<file path="config.mk">
export PLATFORM = sky130hd
export DESIGN_NAME = irq_timer_flat
export DESIGN_NICKNAME = d
export VERILOG_FILES = /design/src/rtl/irq_timer_if.sv /design/src/rtl/irq_timer.sv /design/src/flat_wrapper.sv
export SDC_FILE = /design/constraint.sdc
export NUM_CORES = 1
export LEC_CHECK = 0
export CORE_ASPECT_RATIO = 1.5
export CORE_UTILIZATION = 58
export CTS_BUF_LIST = sky130_fd_sc_hd__clkbuf_4 sky130_fd_sc_hd__clkbuf_8
export CTS_CLUSTER_DIAMETER = 80
export DETAILED_ROUTE_END_ITERATION = 10
export GPL_ROUTABILITY_DRIVEN = 1
export MAX_ROUTING_LAYER = met4
export PLACE_DENSITY = 0.88
export SYNTH_ARGS = -nofsm -noshare
export SYNTH_HDL_FRONTEND = slang
export SYNTH_SLANG_ARGS = --single-unit
</file>
<file path="constraint.sdc">
create_clock -name clk -period 5.74 [get_ports clk]
set_clock_uncertainty 0.1 [all_clocks]
set_input_delay 1.148 -clock clk [delete_from_list [all_inputs] [get_ports clk]]
set_output_delay 1.148 -clock clk [all_outputs]
set_load 0.005 [all_outputs]
</file>
<file path="src/rtl/irq_timer_if.sv">
// Bus-side interface of the interrupt timer: word-addressed register port and interrupt line.
interface irq_timer_if;
   logic [3:2]  addr;
   logic        we;
   logic [31:0] wdata;
   logic [31:0] rdata;
   logic        irq;

   modport master (
      output addr,
      output we,
      output wdata,
      input  rdata,
      input  irq
   );

   modport slave (
      input  addr,
      input  we,
      input  wdata,
      output rdata,
      output irq
   );
endinterface

</file>
<file path="src/rtl/irq_timer.sv">
// Memory-mapped down-counter raising a CP0 hardware interrupt on expiry (one-shot or auto-reload).
// Optional feature macro: IRQ_TIMER_AUTORELOAD_EN enables the MODE field and auto-reload operation.
module irq_timer #(
   parameter logic [31:0] PRESET_INIT = 32'h0
) (
   input  logic        clk,
   input  logic        reset,
   irq_timer_if.slave  bus
);

   typedef enum logic [1:0] {
      ST_IDLE = 2'd0,
      ST_LOAD = 2'd1,
      ST_CNT  = 2'd2,
      ST_INT  = 2'd3
   } state_t;

   state_t      state_r;
   state_t      state_nxt_s;
   logic        ctrl_en_r;
   logic [1:0]  ctrl_mode_r;
   logic        ctrl_im_r;
   logic [31:0] preset_r;
   logic [31:0] count_r;
   logic        irq_pending_r;
   logic        irq_r;

   logic        en_nxt_s;
   logic [1:0]  mode_nxt_s;
   logic        im_nxt_s;
   logic [31:0] preset_nxt_s;
   logic [31:0] count_nxt_s;
   logic        pending_nxt_s;
   logic        reload_s;
   logic [31:0] rdata_s;

`ifdef IRQ_TIMER_AUTORELOAD_EN
   assign reload_s = (ctrl_mode_r == 2'b01);
`else
   assign reload_s = 1'b0;
`endif

   // Next-state logic: FSM first, then bus writes so a CTRL/PRESET write overrides the FSM on the same edge.
   always_comb begin
      state_nxt_s   = state_r;
      en_nxt_s      = ctrl_en_r;
      mode_nxt_s    = ctrl_mode_r;
      im_nxt_s      = ctrl_im_r;
      preset_nxt_s  = preset_r;
      count_nxt_s   = count_r;
      pending_nxt_s = irq_pending_r;

      case (state_r)
         ST_IDLE: begin
            if (ctrl_en_r) begin
               state_nxt_s = ST_LOAD;
            end else begin
               state_nxt_s = ST_IDLE;
            end
         end
         ST_LOAD: begin
            count_nxt_s = preset_r;
            state_nxt_s = ST_CNT;
         end
         ST_CNT: begin
            if (!ctrl_en_r) begin
               state_nxt_s = ST_IDLE;
            end else if (count_r > 32'd1) begin
               count_nxt_s = count_r - 32'd1;
            end else begin
               count_nxt_s   = 32'd0;
               pending_nxt_s = 1'b1;
               state_nxt_s   = ST_INT;
               // One-shot expiry disarms the timer; auto-reload keeps it running.
               if (reload_s) begin
                  en_nxt_s = 1'b1;
               end else begin
                  en_nxt_s = 1'b0;
               end
            end
         end
         ST_INT: begin
`ifdef IRQ_TIMER_AUTORELOAD_EN
            if (reload_s && ctrl_en_r) begin
               pending_nxt_s = 1'b0;
               state_nxt_s   = ST_LOAD;
            end else begin
               state_nxt_s = ST_IDLE;
            end
`else
            state_nxt_s = ST_IDLE;
`endif
         end
         default: begin
            state_nxt_s = ST_IDLE;
         end
      endcase

      case ({bus.we, bus.addr})
         3'b100: begin
            en_nxt_s      = bus.wdata[0];
`ifdef IRQ_TIMER_AUTORELOAD_EN
            mode_nxt_s    = bus.wdata[2:1];
`endif
            im_nxt_s      = bus.wdata[3];
            pending_nxt_s = 1'b0;
         end
         3'b101: begin
            preset_nxt_s  = bus.wdata;
            pending_nxt_s = 1'b0;
         end
         default: begin
            pending_nxt_s = pending_nxt_s;
         end
      endcase
   end

   // State and register update; irq is registered from the next-state values so it has no bus-to-output path.
   always_ff @(posedge clk) begin
      if (reset) begin
         state_r       <= ST_IDLE;
         ctrl_en_r     <= 1'b0;
         ctrl_mode_r   <= 2'b00;
         ctrl_im_r     <= 1'b0;
         preset_r      <= PRESET_INIT;
         count_r       <= 32'd0;
         irq_pending_r <= 1'b0;
         irq_r         <= 1'b0;
      end else begin
         state_r       <= state_nxt_s;
         ctrl_en_r     <= en_nxt_s;
         ctrl_mode_r   <= mode_nxt_s;
         ctrl_im_r     <= im_nxt_s;
         preset_r      <= preset_nxt_s;
         count_r       <= count_nxt_s;
         irq_pending_r <= pending_nxt_s;
         irq_r         <= pending_nxt_s & im_nxt_s;
      end
   end

   // Read mux over the register map.
   always_comb begin
      rdata_s = 32'd0;
      case (bus.addr)
         2'd0:    rdata_s = {28'd0, ctrl_im_r, ctrl_mode_r, ctrl_en_r};
         2'd1:    rdata_s = preset_r;
         2'd2:    rdata_s = count_r;
         default: rdata_s = 32'd0;
      endcase
   end

   assign bus.rdata = rdata_s;
   assign bus.irq   = irq_r;

endmodule

</file>
<file path="src/flat_wrapper.sv">
// flat-port wrapper written by rule: the top's interface ports become plain ports
module irq_timer_flat 
#(
   parameter logic [31:0] PRESET_INIT = 32'h0
)
  (clk, reset, bus_addr, bus_we, bus_wdata, bus_rdata, bus_irq);
  irq_timer_if bus_i ();
  input  logic clk;
  input  logic reset;
  input wire logic [$bits(bus_i.addr)-1:0] bus_addr;
  input wire logic [$bits(bus_i.we)-1:0] bus_we;
  input wire logic [$bits(bus_i.wdata)-1:0] bus_wdata;
  output wire logic [$bits(bus_i.rdata)-1:0] bus_rdata;
  output wire logic [$bits(bus_i.irq)-1:0] bus_irq;
  assign bus_i.addr = bus_addr;
  assign bus_i.we = bus_we;
  assign bus_i.wdata = bus_wdata;
  assign bus_rdata = bus_i.rdata;
  assign bus_irq = bus_i.irq;
  irq_timer #(.PRESET_INIT(PRESET_INIT)) u_core (.clk(clk), .reset(reset), .bus(bus_i));
endmodule
</file>
---- Yosys cells after proc, flatten, opt, wreduce, memory -nomap -nowiden ----
Cells that the tools add are included.
storage, ports and cells
  flip-flop bits (word level) ............. 70
  bits of input ports ..................... 37
  output and inout bits ................... 33
  word-level logic and storage cells ...... 42
cells by class
  add/subtract/negate cells ............... 1
  $lt $le $gt $ge ......................... 1
  equal/unequal tests ..................... 9
  mux-type cells .......................... 17
  bitwise gates (word level) .............. 1
  reduce and logical (&&, ||, !) cells .... 6
operators with widths
  kind                     number
  $pmux W32 S3             1
  $mux W32                 2
  $pmux W32 S2             1
  $gt A32 B1 Y1 const B    1
  $sub A32 B1 Y32 const B  1
  $mux W1                  10
  $pmux W2 S4              1
  $eq A2 B2 Y1 const B     3
  $eq A3 B3 Y1 const B     2
  $eq A2 B1 Y1 const B     2
  $logic_not A2 Y1         2
  $mux W2                  2
  $reduce_bool A2 Y1       2
  $ne A3 B3 Y1 const B     1
  $ne A2 B1 Y1 const B     1
  $reduce_and A2 Y1        1
  $reduce_or A2 Y1         1
  $and A1 B1 Y1            1

---- Logic depth before layout (Yosys ltp) ----
Gate-level depths: netlist of run 1.
  depth after elaboration ................. 6
  mapped depth ............................ 10
  gate-level depth less buffers ........... 8

---- Worst setup path after synthesis of run 1 ----
OpenSTA, ideal clock, no wires.
  path kind ............................... input port to output port
  from .................................... in bus_addr[1]
  to ...................................... out bus_rdata[24]
  arrival ................................. 1.863 ns
  data required time ...................... 4.492 ns
  path slack .............................. 2.629 ns
  stages on the path ...................... 4
  buffers on the path ..................... 1
  cell sequence ........................... inv_1 -> nor2_1 -> clkbuf_1 -> a22o_2
on the way
  word-level cells in the longest chain between the ends .. 2
  elaborated cells on any way between the ends .. 4
  those cells by class .................... eq/ne: 2; mux: 1; reduce/logical: 1
RTL lines
  what                                  RTL line            text
  start: declaration                    flat_wrapper.sv:10  input wire logic [$bits(bus_i.addr)-1:0] bus_addr;
  $eq A2 B2 Y1 (tied with other cells)  irq_timer.sv:144    case (bus.addr)
  $pmux W32 S3 *                        irq_timer.sv:144
  end: declaration                      flat_wrapper.sv:13  output wire logic [$bits(bus_i.rdata)-1:0] bus_rdata;
Mark *: on every way between the ends. The rest lies on a longest branch, timed or not.

---- Worst setup path after layout of run 1 ----
  from .................................... in bus_addr[0]
  to ...................................... out bus_rdata[26]
Same word-level chain as after synthesis.

==> qor.yml, run 1 <==
grt_pass1_vias: 3852
p_leak_nw: 1.577
synth.area.mux_share: 0.008144
syn_area_sq_um: 3687
crit_required_ns: 4.49
synthTopCellsByCount: "nand2_1, dfxtp_1, a21oi_1, a22o_1, o21ai_0"
synth_xor_area_frac: 0.002375
htreeDepth: 3
cpLargestDelayFamily: "buffers and inverters"
pin_count: 70
insertion_delay_ns: 0.36
synth.top_cell.area_share: 0.3800
setup_violations: 0
hold_buffers: 0
critPathMostFrequentCell: "clkdlybuf4s50_1"
synth-edff-count: 0
cp_max_fo: 32
hold_viol: 0
syn_inst: 482
root_buffer: "clkbuf_8"
gp_congestion: 0.9053
grt_start_max_net_pins: 51
hold_ws_ns: 0.3809
synth.distinct_cells: 50
die_y_um: 99.65
post-route-drc-count: 0
maxSlewViolCount: 0
cp.arrival_ns: 3.01
critPathBufInv: 3
antenna_found_initial: 0
port_buffers: 69
cp_cell_sequence: "clkdlybuf4s50_1 -> nor2b_2 -> buf_4 -> a22o_1 -> clkdlybuf4s50_1"
cts_setup_buffers: 0
core_area_sq_um: 6131
slew-limit-headroom: 0.1723
slowest_delay_ns: 0.59
fin_crit_sh: 0.7420
synth_ff_type: "dfxtp_1"
synth-simple-area-share: 0.2341
num_vias: 3983
avgViaCountPerCell: 6.562
overflow: 0
detail-route-antenna-nets: 0
yosys.area.top_type: "dfxtp_1"
cts-buffers-inserted: 9
netlist_top_cells_area: "dfxtp_1, nand2_1, a21oi_1"
initial_core_util: 0.6014
synth_top_family_by_area: "compound AO/OA/AOI/OAI gates"
syn_to_final_growth_pct: 23.48
drive_above_1_share: 0.06379
die-area_sq_um: 6687
avgRoutedWirePerCell_um: 17.64
fin_tns_setup_ns: 0
maxCapViolCount: 0
cts.sinks: 70
die_width_um: 67.10
rsz0062_at_grt: "no"
powerDensity_nw_per_um2: 237.5
antennaDiodeCount: 0
nets: 567
final.fill_count: 497
cts_tree: "done"
synth_compound_area_frac: 0.3081
hold_path.class: "reg2reg"
worst_ir_drop_vdd_uv: 171.7
fmaxAchievable_mhz: 234.8
dpl.hpwl_um: 6758
dr.pass1.iters: 6
ys_ff_latch: 70
yosysWarnings: 0
track_usage: 0.3547
startpoint_type: "primary input"
synth_area_per_cell_sq_um: 7.650
rows: 35
path_class: "in2out"
synth_fa_ha_area_frac: 0.006787
cts_buffer_depth: 2
cts_resized: 0
drtIter0Drc: 428
ys_seq_area_frac: 0.3800
slowest_stage: "clkdlybuf4s50_1"
synthArstFlopShare: 0
grt_pass1_wl_um: 17640
synth.most_common_cell: "nand2_1"
drt-total-wl_um: 10710
worstSetupEndpointType: "output pin"
status: "finished clean"
tightest_slew_ns: 1.242
timing.final.crit_period_ns: 4.259
syn-num-nets: 521
clk_pin_slew_ns: 0.07
==> routing by layer <==
layer	share of wire	vias to the layer above	track usage
met1	0.38	1880	0.3947
li1	-	1850	-
met4	0.033	0	0.2029
met5	0	-	-
met3	0.078	36	0.07225
met2	0.51	217	0.5723
==> kinds of logic after synthesis <==
| kind of cell | count (synthesis) |
|---|---|
| simple gates | 187 |
| compound gates | 174 |
| xor+xnor | 1 |
| mux | 3 |
| flops | 70 |
| buf+inv | 45 |
| fa+ha+maj | 2 |
==> final timing paths <==
check,slack (ns),start,to,depth (start not counted)
hold / removal,0.38,u_core.preset_r[22],u_core.preset_r[22],2
setup / recovery,1.48,bus_addr[0],bus_rdata[26],5
hold reg to reg,0.38,u_core.preset_r[22],u_core.preset_r[22],2
setup reg to reg,2.56,u_core.count_r[4],u_core.count_r[30],6
==> placed cells by master, fill, tap and decap left out, types with 5 or more instances in the layout <==
cell / instances
nand2_1: 96
dfxtp_1: 70
clkdlybuf4s50_1: 68
a21oi_1: 63
a22o_1: 30
o21ai_0: 29
nor2_1: 27
nor3_1: 16
a22oi_1: 14
clkbuf_8: 12
nor4_1: 10
a32o_1: 9
a31oi_1: 8
o21ai_1: 7
buf_4: 6
inv_1: 5
nand3_1: 5
==> final cells by class <==
class	instances	area, sq um	area share
clock buffer	13	172.7	0.03792
clock inverter	3	65.06	0.01429
inverter	5	18.77	0.004122
multi-input combinational	367	2072	0.4551
sequential	70	1401	0.3078
tap	74	92.59	0.02034
timing repair buffer	75	730.7	0.1605
==> registers in the layout (all words and copies together), names as in the netlist <==
name	cells
u_core.ctrl_en_r	1
u_core.count_r	32
u_core.state_r	2
u_core.irq_pending_r	1
u_core.bus.irq	1
u_core.preset_r	32
u_core.ctrl_im_r	1
==> metrics by stage <==
step	power (W)	util	instances	setup WS (ns)	instance area [sq um]
3_5_place_dp	0.0006136	0.7039	591	1.524	4315
4_1_cts	0.001078	0.7427	607	1.512	4553
3_3_place_gp	0.0006111	0.7039	591	1.548	4315
5_1_grt	0.001113	0.7427	607	1.401	4553
6_report	0.001081	0.7427	607	1.481	4553
2_1_floorplan	0.0005670	-	482	2.629	3687
==> worst min-delay path, cell delays in order (launching register included) <==
cell	delay, ns
dfxtp_1	0.33
nand2_1	0.06
a21oi_1	0.05
==> power breakdown <==
part,switching (W),total (W),internal [W]
clock network,0.000192,0.000476,0.000285
registers,0.00000979,0.000504,0.000494
logic,0.0000552,0.000101,0.0000457
total,0.000257,0.00108,0.000825
No activity file was read; power rests on OpenSTA's default activity.
==> inputs of run 2 (changes only) <==
--- a/config.mk
+++ b/config.mk
@@ -6,13 +6,13 @@
 export NUM_CORES = 1
 export LEC_CHECK = 0
 export CORE_ASPECT_RATIO = 1.5
-export CORE_UTILIZATION = 58
+export CORE_UTILIZATION = 54
 export CTS_BUF_LIST = sky130_fd_sc_hd__clkbuf_4 sky130_fd_sc_hd__clkbuf_8
 export CTS_CLUSTER_DIAMETER = 80
 export DETAILED_ROUTE_END_ITERATION = 10
 export GPL_ROUTABILITY_DRIVEN = 1
 export MAX_ROUTING_LAYER = met4
-export PLACE_DENSITY = 0.88
+export PLACE_DENSITY = 0.82
 export SYNTH_ARGS = -nofsm -noshare
 export SYNTH_HDL_FRONTEND = slang
 export SYNTH_SLANG_ARGS = --single-unit
==> constraint.sdc (replaced) <==
create_clock -name clk -period 4 [get_ports clk]
set_clock_uncertainty 0.1 [all_clocks]
set_input_delay 0.8 -clock clk [delete_from_list [all_inputs] [get_ports clk]]
set_output_delay 0.8 -clock clk [all_outputs]
set_load 0.005 [all_outputs]
==> qor.yml, run 2 (synthesis gave the netlist of run 1 again) <==
worst_ir_drop_vdd_uv: 190.4  # +11%
slowest_delay_ns: 0.60  # about the same
cts_setup_buffers: 0  # unchanged
slew-limit-headroom: 0.4180  # +0.2457
hold_path.startpoint: "u_core.preset_r[23]"
startpoint: "bus_addr[0]"
r2r_start: "u_core.count_r[24]"
overflow: 0  # unchanged
status: "finished clean"
powerDensity_nw_per_um2: 311.8  # +31%
hold_path.class: "reg2reg"
layout_common_cells: "nand2_1, dfxtp_1, clkdlybuf4s50_1, a21oi_1, a22o_1"
timing.final.crit_period_ns: 3.415
post-route-drc-count: 0  # unchanged
maxCapViolCount: 0  # unchanged
antenna_found_initial: 0  # unchanged
cts-buffers-inserted: 9  # unchanged
tightest_slew_ns: 0.8730  # -0.3686 ns
rsz0062_at_grt: "no"
top_regs: "u_core.count_r: 32 flops, u_core.preset_r: 32 flops, u_core.state_r: 2 flops"
setup_violations: 0  # unchanged
cp_max_fo: 32  # unchanged
rows: 36  # +2.9%
p_leak_nw: 1.594  # +1.1%
slowest_stage: "clkdlybuf4s50_1"
track_usage: 0.3166  # -0.03815
cts_resized: 0  # unchanged
preCtsSetupSlack_ns: 0.5736  # -0.9499 ns
num_vias: 4007  # +0.60%
cp.arrival_ns: 2.52  # -0.49 ns
avgRoutedWirePerCell_um: 17.67  # +0.19%
detail-route-antenna-nets: 0  # unchanged
worstSetupEndpointType: "output pin"
setup_ws_ns: 0.5846  # -0.8961 ns
die_y_um: 103.2  # +3.6%
dr.pass1.iters: 5  # -1
htreeDepth: 3  # unchanged
grt_pass1_vias: 3798  # -1.4%
syn_to_final_growth_pct: 24.70
drive_above_1_share: 0.07763  # +0.01384
die-area_sq_um: 7170  # +7.2%
path_class: "in2out"
port_buffers: 69  # unchanged
layout_commonest_cell: "nand2_1"
avgViaCountPerCell: 6.494  # -1.0%
startpoint_type: "primary input"
insertion_delay_ns: 0.36  # about the same
pin_count: 70  # unchanged
nets: 576  # +1.6%
grt_pass1_wl_um: 17550  # -0.51%
hold_buffers: 0  # unchanged
cp_cell_sequence: "clkdlybuf4s50_1 -> nor2b_2 -> buf_12 -> a22o_1 -> clkdlybuf4s50_1"
fin_tns_setup_ns: 0  # unchanged
cts_buffer_depth: 2  # unchanged
fmaxAchievable_mhz: 292.8
cts_tree: "done"
root_buffer: "clkbuf_8"
cts.sinks: 70  # unchanged
antennaDiodeCount: 0  # unchanged
drtIter0Drc: 396  # -7.5%
initial_core_util: 0.5646  # -0.03687
maxSlewViolCount: 0  # unchanged
drt-total-wl_um: 10900  # +1.8%
gp_congestion: 0.9033  # -0.22%
clk_pin_slew_ns: 0.07  # about the same
crit_required_ns: 3.10  # -1.39 ns
die_width_um: 69.47  # +3.5%
fin_crit_sh: 0.8538
hold_viol: 0  # unchanged
dpl.hpwl_um: 7254  # +7.3%
final.fill_count: 577  # +16%
grt_start_max_net_pins: 39  # -24%
critPathMostFrequentCell: "clkdlybuf4s50_1"
core_area_sq_um: 6531  # +6.5%
[run 2: cell count changes in the layout (fill, tap and decap cells not counted), sizes merged]
cell	previous run	this run
buf	7	16
bufinv	2	1
clkbuf	13	9
clkinv	1	3
clkinvlp	0	2
[run 2: worst paths after layout]
path | slack (ns) | endpoint | cells after the start
worst min register to register | 0.37 | u_core.preset_r[23] | 2
worst max register to register | 0.94 | u_core.count_r[2] | 6
worst max-delay path | 0.58 | bus_rdata[17] | 5
worst min-delay path | 0.37 | u_core.preset_r[23] | 2
[run 2: where the power goes]
group	leakage, nW	internal [W]	switching (W)
clock	0.0911	0.000283	0.000276
sequential	0.566	0.000709	0.0000130
combinational	0.937	0.0000710	0.0000810
total	1.59	0.00106	0.000370
[run 2: routing by layer]
metal	GRT usage	share of wire
met1	0.3283	0.38
met4	0.1507	0.035
met3	0.06298	0.063
met5	-	0
met2	0.5765	0.52
[run 2: final cells by class]
cell class | count | area, sq um | area share
multi-input combinational | 367 | 2072 | 0.4506
sequential | 70 | 1401 | 0.3048
timing repair buffer | 84 | 823.3 | 0.1790
clock buffer | 9 | 123.9 | 0.02694
tap | 76 | 95.09 | 0.02068
clock inverter | 6 | 63.81 | 0.01388
inverter | 5 | 18.77 | 0.004082
[run 2: worst max-delay path: cells and delay by family]
family	cells	cell delay [ns]
buf+inv	3	1.30
simple gates	1	0.23
compound gates	1	0.17
[run 2: through the flow]
stage	util	power [W]	instances	hold slack, ns	instance area (sq um)
after global routing	0.7040	0.001481	617	0.3976	4598
final	0.7040	0.001434	617	0.3742	4598
after global placement	0.6753	0.0008846	602	0.3602	4410
after CTS	0.7040	0.001432	617	0.3714	4598
after floorplan	-	0.0008136	482	0.3450	3687
after detailed placement	0.6753	0.0008878	602	0.3616	4410
